$ cat src/rtl/hex_disp_pkg.sv
// rtl/hex_disp_pkg.sv - shared constants and FSM state type for the hex display scheduler
package hex_disp_pkg;

    localparam logic [6:0] SEG_BLANK      = 7'h7F;
    localparam int         DEF_NUM_DIGITS = 6;
    localparam int         DEF_BLINK_DIV  = 25_000_000;

    typedef enum logic {
        IDLE = 1'b0,
        SCAN = 1'b1
    } scan_state_e;

endpackage

$ cat src/rtl/hex_decoder.sv
// rtl/hex_decoder.sv - hex nibble to active-low seven-segment pattern, bit 7 is the decimal point (kept dark)
module hex_decoder (
    input  logic [3:0] hex_digit,
    output logic [7:0] segments
);

    logic [6:0] seg;

    always_comb begin
        seg = 7'h7F;
        case (hex_digit)
            4'h0: seg = 7'h40;
            4'h1: seg = 7'h79;
            4'h2: seg = 7'h24;
            4'h3: seg = 7'h30;
            4'h4: seg = 7'h19;
            4'h5: seg = 7'h12;
            4'h6: seg = 7'h02;
            4'h7: seg = 7'h78;
            4'h8: seg = 7'h00;
            4'h9: seg = 7'h10;
            4'hA: seg = 7'h08;
            4'hB: seg = 7'h03;
            4'hC: seg = 7'h46;
            4'hD: seg = 7'h21;
            4'hE: seg = 7'h06;
            4'hF: seg = 7'h0E;
            default: seg = 7'h7F;
        endcase
    end

    assign segments = {1'b1, seg};

endmodule

$ cat src/rtl/hex_display_scheduler.sv
// rtl/hex_display_scheduler.sv - time-shares one hex_decoder across NUM_DIGITS registered seven-segment outputs
module hex_display_scheduler
    import hex_disp_pkg::*;
#(
    parameter int NUM_DIGITS = DEF_NUM_DIGITS,
    parameter int BLINK_DIV  = DEF_BLINK_DIV
) (
    input  logic                    clk,
    input  logic                    reset,
    input  logic                    wr_valid,
    output logic                    wr_ready,
    input  logic [2:0]              wr_digit,
    input  logic [3:0]              wr_value,
    input  logic                    wr_blank,
    input  logic                    wr_blink,
    output logic [7*NUM_DIGITS-1:0] hex_out,
    output logic                    busy
);

    localparam int IDX_W = (NUM_DIGITS > 1) ? $clog2(NUM_DIGITS) : 1;
    localparam int CNT_W = $clog2(BLINK_DIV);
    localparam logic [IDX_W-1:0] IDX_LAST = IDX_W'(NUM_DIGITS - 1);
    localparam logic [CNT_W-1:0] CNT_LAST = CNT_W'(BLINK_DIV - 1);

    scan_state_e                    state_q, state_d;
    logic [IDX_W-1:0]               idx_q, idx_d;
    logic [CNT_W-1:0]               cnt_q, cnt_d;
    logic                           phase_q, phase_d;
    logic                           scan_req_q, scan_req_d;
    logic [NUM_DIGITS-1:0][3:0]     value_q, value_d;
    logic [NUM_DIGITS-1:0]          blank_q, blank_d;
    logic [NUM_DIGITS-1:0]          blink_q, blink_d;
    logic [7*NUM_DIGITS-1:0]        hex_q, hex_d;

    logic       wrap;
    logic [3:0] dec_in;
    logic [7:0] dec_seg;
    logic       unused_dp;

    assign wrap      = (cnt_q == CNT_LAST);
    assign unused_dp = dec_seg[7];

    always_comb begin
        dec_in = 4'h0;
        for (int k = 0; k < NUM_DIGITS; k++) begin
            if (idx_q == IDX_W'(k)) begin
                dec_in = value_q[k];
            end
        end
    end

    hex_decoder u_dec (
        .hex_digit (dec_in),
        .segments  (dec_seg)
    );

    always_comb begin
        state_d    = state_q;
        idx_d      = idx_q;
        cnt_d      = wrap ? '0 : cnt_q + 1'b1;
        phase_d    = phase_q ^ wrap;
        scan_req_d = scan_req_q | wrap;
        value_d    = value_q;
        blank_d    = blank_q;
        blink_d    = blink_q;
        hex_d      = hex_q;

        case (state_q)
            IDLE: begin
                // Out-of-range digits match no index below but still trigger a scan.
                if (wr_valid) begin
                    for (int k = 0; k < NUM_DIGITS; k++) begin
                        if (wr_digit == 3'(k)) begin
                            value_d[k] = wr_value;
                            blank_d[k] = wr_blank;
                            blink_d[k] = wr_blink;
                        end
                    end
                end
                if (scan_req_q || wrap || wr_valid) begin
                    state_d    = SCAN;
                    idx_d      = '0;
                    scan_req_d = 1'b0;
                end
            end
            SCAN: begin
                for (int k = 0; k < NUM_DIGITS; k++) begin
                    if (idx_q == IDX_W'(k)) begin
                        hex_d[7*k +: 7] = (blank_q[k] || (blink_q[k] && phase_q)) ?
                                          SEG_BLANK : dec_seg[6:0];
                    end
                end
                if (idx_q == IDX_LAST) begin
                    // A wrap landing on the final digit folds into the restart.
                    idx_d      = '0;
                    scan_req_d = 1'b0;
                    if (!(scan_req_q || wrap)) begin
                        state_d = IDLE;
                    end
                end else begin
                    idx_d = idx_q + 1'b1;
                end
            end
            default: begin
                state_d    = IDLE;
                idx_d      = '0;
                scan_req_d = 1'b0;
            end
        endcase
    end

    always_ff @(posedge clk or posedge reset) begin
        if (reset) begin
            state_q    <= IDLE;
            idx_q      <= '0;
            cnt_q      <= '0;
            phase_q    <= 1'b0;
            scan_req_q <= 1'b0;
            value_q    <= '0;
            blank_q    <= '1;
            blink_q    <= '0;
            hex_q      <= '1;
        end else begin
            state_q    <= state_d;
            idx_q      <= idx_d;
            cnt_q      <= cnt_d;
            phase_q    <= phase_d;
            scan_req_q <= scan_req_d;
            value_q    <= value_d;
            blank_q    <= blank_d;
            blink_q    <= blink_d;
            hex_q      <= hex_d;
        end
    end

    assign wr_ready = (state_q == IDLE);
    assign busy     = (state_q == SCAN);
    assign hex_out  = hex_q;

endmodule

$ cat config.mk
export PLATFORM = sky130hd
export DESIGN_NAME = hex_display_scheduler
export DESIGN_NICKNAME = d
export VERILOG_FILES = /design/src/rtl/hex_disp_pkg.sv /design/src/rtl/hex_decoder.sv /design/src/rtl/hex_display_scheduler.sv
export SDC_FILE = /design/constraint.sdc
export NUM_CORES = 1
export LEC_CHECK = 0
export BUFFER_PORTS_ARGS = -buffer_cell sky130_fd_sc_hd__buf_2
export CAP_MARGIN = 20
export CELL_PAD_IN_SITES_DETAIL_PLACEMENT = 2
export CELL_PAD_IN_SITES_GLOBAL_PLACEMENT = 2
export CORE_ASPECT_RATIO = 1.75
export CORE_MARGIN = 1.5
export CORE_UTILIZATION = 42
export DETAILED_ROUTE_END_ITERATION = 12
export PLACE_DENSITY = 0.89
export SYNTH_ARGS = -nofsm -noshare
export SYNTH_HDL_FRONTEND = slang
export SYNTH_HIERARCHICAL = 1
export SYNTH_SLANG_ARGS = --single-unit
$ cat constraint.sdc
create_clock -name clk -period 6.33 [get_ports clk]
set_input_delay 1.266 -clock clk [delete_from_list [all_inputs] [get_ports clk]]
set_output_delay 1.266 -clock clk [all_outputs]
set_load 0.01 [all_outputs]
Word-level counts from Yosys, hierarchy flattened

Memory sizes are Yosys's and may differ from the RTL's.
Index checks and enable logic that the tools add are counted.

Bits in writable memories: 0
Latch bits: 0
Word-level logic and storage cells: 98
Memories kept: 1
Bits in registers: 109
Input bits: 12
Memory bits (read-only): 112
Output and inout port bits: 44

Bitwise logic cells: 3
Reductions and logical operators: 28
Add/subtract/negate cells: 2
Shifts and indexed selects: 0
$mul: 0
Order comparisons: 0
Equality and inequality tests: 12
Mux-type cells: 23
Div/mod/pow operators: 0

Memories:

| name            | words | bits a word | read ports | clocked after memory_dff | wr ports | line              | source |
|---|---|---|---|---|---|---|---|
| (no name shown) | 16    | 7           | 1          | 0                        | 0        | hex_decoder.sv:11 | `case (hex_digit)` |

Operator list:

| kind                                                                    | count |
|---|---|
| 7-bit two-way mux                                                       | 6 |
| 25-bit by 1-bit adder with 25-bit output, second input constant         | 1 |
| 25-bit == test, second input constant                                   | 1 |
| 25-bit two-way mux                                                      | 1 |
| 4-bit two-way mux                                                       | 6 |
| 3-bit AND reduction                                                     | 6 |
| 3-bit by 2-bit == test with 1-bit output, second input constant         | 4 |
| 3-bit == test, second input constant                                    | 4 |
| 2-bit AND reduction                                                     | 6 |
| 1-bit logical OR                                                        | 8 |
| 3-bit by 1-bit == test with 1-bit output, second input constant         | 2 |
| 1-bit logical AND                                                       | 6 |
| 3-bit logical NOT                                                       | 2 |
| 3-bit two-way mux                                                       | 2 |
| 3-bit case mux with 2 select lines                                      | 1 |
| 1-bit two-way mux                                                       | 5 |
| 1-bit case mux with 2 select lines                                      | 2 |
| 3-bit by 1-bit adder with 3-bit output, second input constant           | 1 |
| 2-bit by 1-bit inequality test with 1-bit output, second input constant | 1 |
| 1-bit inverter                                                          | 1 |
| 1-bit bitwise OR                                                        | 1 |
| 1-bit XOR                                                               | 1 |

Longest topological paths before layout

Gate-level depths: netlist of run 1.
An unclocked memory read counts as a cell.

Depth after elaboration: 9
Mapped depth: 14
Depth with buffers taken out: 11

By module

The synthesis of run 1 kept the hierarchy.

Modules (own cells, without submodules):

| module                | instances | area an instance (µm²) | sequential area each (µm²) | cells an instance |
|---|---|---|---|---|
| hex_display_scheduler | 1         | 4780.8                 | 2787.7                     | 397 |
| hex_decoder           | 1         | 286.5                  | 0.0                        | 34 |

Worst setup path before layout of run 1

Ideal clock, no wire load.

Path kind: register to register
From: register idx_q[1]
To: register hex_q[10], in the netlist hex_out[10]
Stages on the path, launching flop included: 14
Path slack: 2.953 ns
Required time: 6.237 ns
Library setup time: 0.093 ns
Buffers on the path: 3
Clock period less this slack: 3.377 ns
Arrival time: 3.284 ns
Cells stage by stage: dfrtp_1 > clkbuf_1 > buf_1 > and2_1 > ha_1 > clkbuf_1 > mux2i_1 > o221ai_1 > inv_1 > ha_1 > inv_1 > mux4_1 > nor2_1 > a21oi_1

Cells in the longest elaborated chain, start to end: 9
Elaborated cells between the ends (all ways): 15
Classes of those cells: eq/ne: 5; mux: 7; reduce/logical: 2; memory: 1

RTL lines:

| element                        | line                         | source |
|---|---|---|
| start, declared                | hex_display_scheduler.sv:26  | `logic [IDX_W-1:0] idx_q, idx_d;` |
| start signal, assigned         | hex_display_scheduler.sv:125 | `idx_q <= idx_d;` |
| 3-bit logical NOT              | hex_display_scheduler.sv:46  | `if (idx_q == IDX_W'(k)) begin` |
| 4-bit two-way mux (5 in a row) | hex_display_scheduler.sv:46  |  |
| 4-bit two-way mux (*)          | hex_display_scheduler.sv:46  |  |
| via dec_in[0]                  | hex_display_scheduler.sv:36  | `logic [3:0] dec_in;` |
| memory read 16 x 7 bit (*)     | n/a                          |  |
| via dec_seg[3]                 | hex_display_scheduler.sv:37  | `logic [7:0] dec_seg;` |
| 7-bit two-way mux (*)          | hex_display_scheduler.sv:89  | `hex_d[7*k +: 7] = (blank_q[k] \|\| (blink_q[k] && phase_q)) ?` |
| end signal, assigned           | hex_display_scheduler.sv:122 | `hex_q <= '1;` |
| end signal, assigned           | hex_display_scheduler.sv:132 | `hex_q <= hex_d;` |
| end, declared                  | hex_display_scheduler.sv:33  | `logic [7*NUM_DIGITS-1:0] hex_q, hex_d;` |

Mark *: on every way through the listed nets, which the timed path passes. The rest lies on a longest branch.
A chain may end at the register's enable or synchronous reset.

Final worst setup path of run 1

From: register idx_q[1]
To: register hex_q[7], in the netlist hex_out[7]

Same word-level chain as after synthesis.

==> results of run 1 <==
==> power groups by stage <==
stage                     clock (mW)  sequential, mW  combinational (mW)
final                          0.529            1.26                1.36
after global routing           0.561            1.29                1.47
after CTS                      0.537            1.26                1.34
after detailed placement           0            1.27                1.31
after global placement             0            1.24                1.20
after floorplan                    0            1.24               0.825
==> through the flow <==
step	setup WS [ps]	hold WS (ps)	utilization, %
5_1_grt	2100	515	49.3
3_5_place_dp	2420	478	47.0
4_1_cts	2370	492	49.3
3_3_place_gp	2750	466	47.0
6_report	2340	487	49.3
2_1_floorplan	2270	463	-
==> layout make-up <==
type	instances	area (µm²)
Sequential cell	109	2790
Fill cell	1170	5900
Multi-Input combinational cell	293	2160
Tap cell	135	169
Inverter	10	40.0
Clock inverter	7	42.5
Timing Repair Buffer	61	320
Clock buffer	9	225
==> final timing paths <==
path / startpoint / end / slack, ps / depth (start not counted)
worst max-delay path: idx_q[1] / hex_out[7] / 2340 / 10
worst min-delay path: hex_out[37] / hex_out[37] / 490 / 2
worst max register to register: idx_q[1] / hex_out[7] / 2340 / 10
worst min register to register: hex_out[37] / hex_out[37] / 490 / 2
max in group asynchronous: reset / cnt_q[17] / 4170 / 3
min in group asynchronous: reset / blink_q[3] / 1060 / 2
==> sequential cells by signal, indices dropped and copies added, names as in the netlist <==
name,count
hex_out,42
busy,1
blank_q,6
idx_q,3
value_q,24
scan_req_q,1
blink_q,6
phase_q,1
cnt_q,25
==> layer usage <==
metal | GRT usage (%) | share of wire (%) | up-vias
met3 | 3.61 | 2.4 | 33
met2 | 49.9 | 58 | 82
met5 | 0 | 0 | -
met4 | 10.3 | 2.8 | 0
li1 | - | - | 1671
met1 | 27.9 | 37 | 1999
==> critical path, delay by kind of cell, from the launching register on <==
family                     cells  cell delay (ps)
AOI/OAI and AO/OA              3             1170
and+or+nand+nor                4             1070
adders and majority gates      2              770
DFF                            1              760
muxes                          1              150
==> run metrics, run 1 <==
status finished clean; wire per inst 25.2 µm; Slew @ Worst Pin roughly 1100 ps; critical path class reg -> reg; period utilization a little over three fifths; # H-tree levels 3; setup bufs post-CTS 0; worst-path fanout max 19; DRC 0; syn nets 450; cts hold-fix bufs 0; clock group share of total power between 10% and 20%; share of power burned in registers 40.0%; clk sinks 109; most frequent cells in the layout dfrtp_1, buf_2, dfstp_2; VDD IR max around 0.23 mV; Non-Filler Instances between 600 and 700; PD cells 549 mW/mm²; Core Area ~0.012 mm²; Post-Place Cells ~610; Placement Cell Area roughly 0.0055 mm²; max cap viols 0; insertion delay to the later sink of the worst-skew pair around 360 ps; row count between 50 and 60; Post-Syn Area around 0.005 mm²; final setup vio count 0; fin crit period roughly 4000 ps; normalized max-slew margin between 20% and 30%; share of cells above drive strength 1 roughly a third; Net Sw Frac about two fifths; achievable frequency 0.251 GHz; die width between 80 and 90 µm; Final HPWL DP 10.7 mm; Arrival @ worst endpoint 4270 ps; PostCTS Resize Cnt 0; clock buffer depth 2; max-slew violations 0; Comb pwr share a little over two fifths; P_int 1.87 mW; Max stage delay cell, worst path dfrtp_1; Pwr Total ~3.2 mW; RSZ-0062 raised after global routing false; Starting DRT DRC Count around 180; Port Buffers 55; Critical Path Source Type flop; Crit path required time 6620 ps; initial core utilization 43.4%; CTS tree done; Slowest Stage Delay on Critical Path around 760 ps; # diodes 0; die height about 150 µm; cell mode on critical path ha_1; number of global-route vias before repair ~4400; Final #Nets roughly 510; largest net degree at the start of global routing 63; crit path cell chain and2_1 > ha_1 > mux2i_1 > o221ai_1 > ha_1 > and2b_2 > or3b_1 > o21ai_0 > nor2_1 > a21oi_1; Area Overhead vs Synth 13.6%; setup TNS 0 ps; Clock Root Buffer clkbuf_16; Pleak around 2.5 nW; Die Footprint 0.0127 mm²; clk_skew between 10 and 15 ps; Yosys warning count 6; first-pass iteration count of the detailed router 4; initial antenna violation count 0; min-delay worst type reg -> reg; Inserted Clock Buffers 9; Worst setup EP type flop; IO Count 56; routed vias ~3800; Global Route Usage Sum around a quarter; Fin. Hold Viols 0; Finished Cell Area roughly 0.0057 mm²; global-route wire length before repair roughly 25 mm; syn avg cell area 11.8 µm²; antenna-violating nets left 0; Cells after Synth 429; Vias/cell about 6.1; grt ovf 0; final wirelength roughly 16 mm; NetSw around 1.3 mW; Worst-path clk slew roughly 70 ps; most common cell after layout, fill and taps aside dfrtp_1; Placer Congestion approximately 0.81
No activity file was read; power rests on OpenSTA's default activity.
==> run 2: changes to the inputs <==
Settings changed: CORE_UTILIZATION 42 to 35, PLACE_DENSITY 0.89 to 0.8.
Clock period 6.33 ns to 3.36 ns, I/O delays scaled along.
==> run metrics, run 2 (synthesis results as in run 1) <==
Worst-path clk slew 80 ps (about the same); share of power burned in registers 38.5% (-1.5 points); final setup vio count 0 (unchanged); VDD IR max 0.373 mV (+64%); largest net degree at the start of global routing 110 (+75%); PD cells 1020 mW/mm² (+86%); Final HPWL DP 10.9 mm (+1.7%); setup slack after layout 260 ps (-2080 ps); FILL cells 1531 (+31%); global-route wire length before repair 23.5 mm (-5.1%); clk sinks 109 (unchanged); CTS tree done; initial core utilization 35.5% (-7.9 points); Starting DRT DRC Count 111 (-39%); CP startpoint idx_q[0]; routed vias 3696 (-2.4%); max-slew violations 0 (unchanged); Critical Path Source Type flop; period utilization 92.3% (+29 points); # H-tree levels 3 (unchanged); Core Area 0.0142 mm² (+22%); most frequent cells in the layout dfrtp_1, buf_2, dfstp_2; min-delay worst type in -> async; status finished clean; insertion delay to the later sink of the worst-skew pair 370 ps (about the same); # diodes 0 (unchanged); P_int 3.64 mW (+94%); Crit path required time 3640 ps (-2980 ps); first-pass iteration count of the detailed router 4 (unchanged); Final #Nets 513 (+1.6%); Die Footprint 0.0152 mm² (+19%); Comb pwr share 44.4% (+1.2 points); Fin. Hold Viols 0 (unchanged); Port Buffers 55 (unchanged); final wirelength 14.9 mm (-5.4%); clk_skew 15.5 ps (+2.90 ps); Global Route Usage Sum 20.8% (-5.1 points); clock group share of total power 17.0% (+0.2 points); worst-path fanout max 9 (-10); fin crit period 3100 ps (-889 ps); IO Count 56 (unchanged); Placement Cell Area 0.00561 mm² (+2.6%); grt ovf 0 (unchanged); Slew @ Worst Pin 831 ps (-242 ps); max reg flops 42 (unchanged); die width 93.9 µm (+9.2%); Worst setup EP type flop; wire per inst 22.0 µm (-13%); achievable frequency 0.323 GHz (+29%); RSZ-0062 raised after global routing false; R2R Path Start idx_q[0]; Pleak 2.53 nW (+2.0%); antenna-violating nets left 0 (unchanged); Vias/cell 5.46 (-10%); DRC 0 (unchanged); number of global-route vias before repair 4301 (-2.3%); initial antenna violation count 0 (unchanged); Net Sw Frac 39.4% (-1.2 points); Placer Congestion 0.808 (-0.72%); normalized max-slew margin 44.4% (+17 points); critical path class reg -> reg; most common cell after layout, fill and taps aside dfrtp_1; share of cells above drive strength 1 36.8% (+1.9 points); row count 58 (+12%); Finished Cell Area 0.00589 mm² (+2.5%); die height 162 µm (+9.4%); max cap viols 0 (unchanged); Area Overhead vs Synth 16.5%; clock buffer depth 2 (unchanged); setup TNS 0 ps (unchanged); Clock Root Buffer clkbuf_16; NetSw 2.37 mW (+85%); Arrival @ worst endpoint 3380 ps (-890 ps); Inserted Clock Buffers 9 (unchanged); worst slack at placement 242 ps (-2170 ps)
run 2: changes by cell type in the layout (fill, tap and decap cells not counted), sizes merged:
cell and delta:
buf +8, clkinv -5, clkbuf +1, inv +4
run 2: path summary, 6_finish.rpt:
check                           cells past startpoint  slack (ps)          end
worst min register to register                      2         510  hex_out[40]
worst min-delay path                                3         450     cnt_q[8]
min in group clk                                    2         510  hex_out[40]
worst max-delay path                               11         260  hex_out[35]
worst max register to register                     11         260  hex_out[35]
max in group asynchronous                           3        2440  value_q[19]
run 2: power by group through the flow:
stage                     clock network, mW  logic [mW]  registers [mW]
after floorplan                           0        1.56            2.33
after global placement                    0        2.51            2.30
after detailed placement                  0        2.66            2.34
after CTS                              1.05        2.71            2.33
after global routing                   1.09        2.90            2.37
final                                  1.02        2.67            2.31
run 2: final cells by class:
class                           instances  area (µm²)  area share (%)
Clock inverter                          6        43.8           0.743
Sequential cell                       109        2790            47.3
Multi-Input combinational cell        293        2170            36.9
Inverter                               10        41.3           0.701
Timing Repair Buffer                   69         393            6.67
Tap cell                              180         225            3.82
Clock buffer                           10         229            3.89
run 2: layer usage:
layer / routed length, µm / GRT usage, % / share of wire, %
met3: 301 / 3.79 / 2.0
met1: 5200 / 20.6 / 35
met4: 459 / 8.28 / 3.1
met5: 0 / 0 / 0
met2: 8930 / 41.2 / 60
run 2: what timing repair did:
action                                  in CTS  in global routing
hold buffers                                 0                  0
buffers inserted                             0                  0
endpoints found under the setup margin       0                  6
gates resized for setup                      0                  2
run 2: metrics by stage:
stage               total power [mW]  hold slack, ps  util [%]  std cells
floorplan                       3.90             463         -        429
global placement                4.81             486      39.5        661
detailed placement              5.00             499      39.5        661
CTS                             6.09             488      41.4        677
global route                    6.36             487      41.4        677
finish                          6.01             446      41.4        677
run 2: critical path, cell delays in order, from the launching register on:
cell      delay (ps)
dfrtp_1          470
and2_1           190
ha_2             320
mux2i_1          240
o221ai_1         180
inv_1            200
ha_1             240
and2b_2          240
or3b_1           360
o21ai_0          280
nor2_1           110
o21ai_0          190
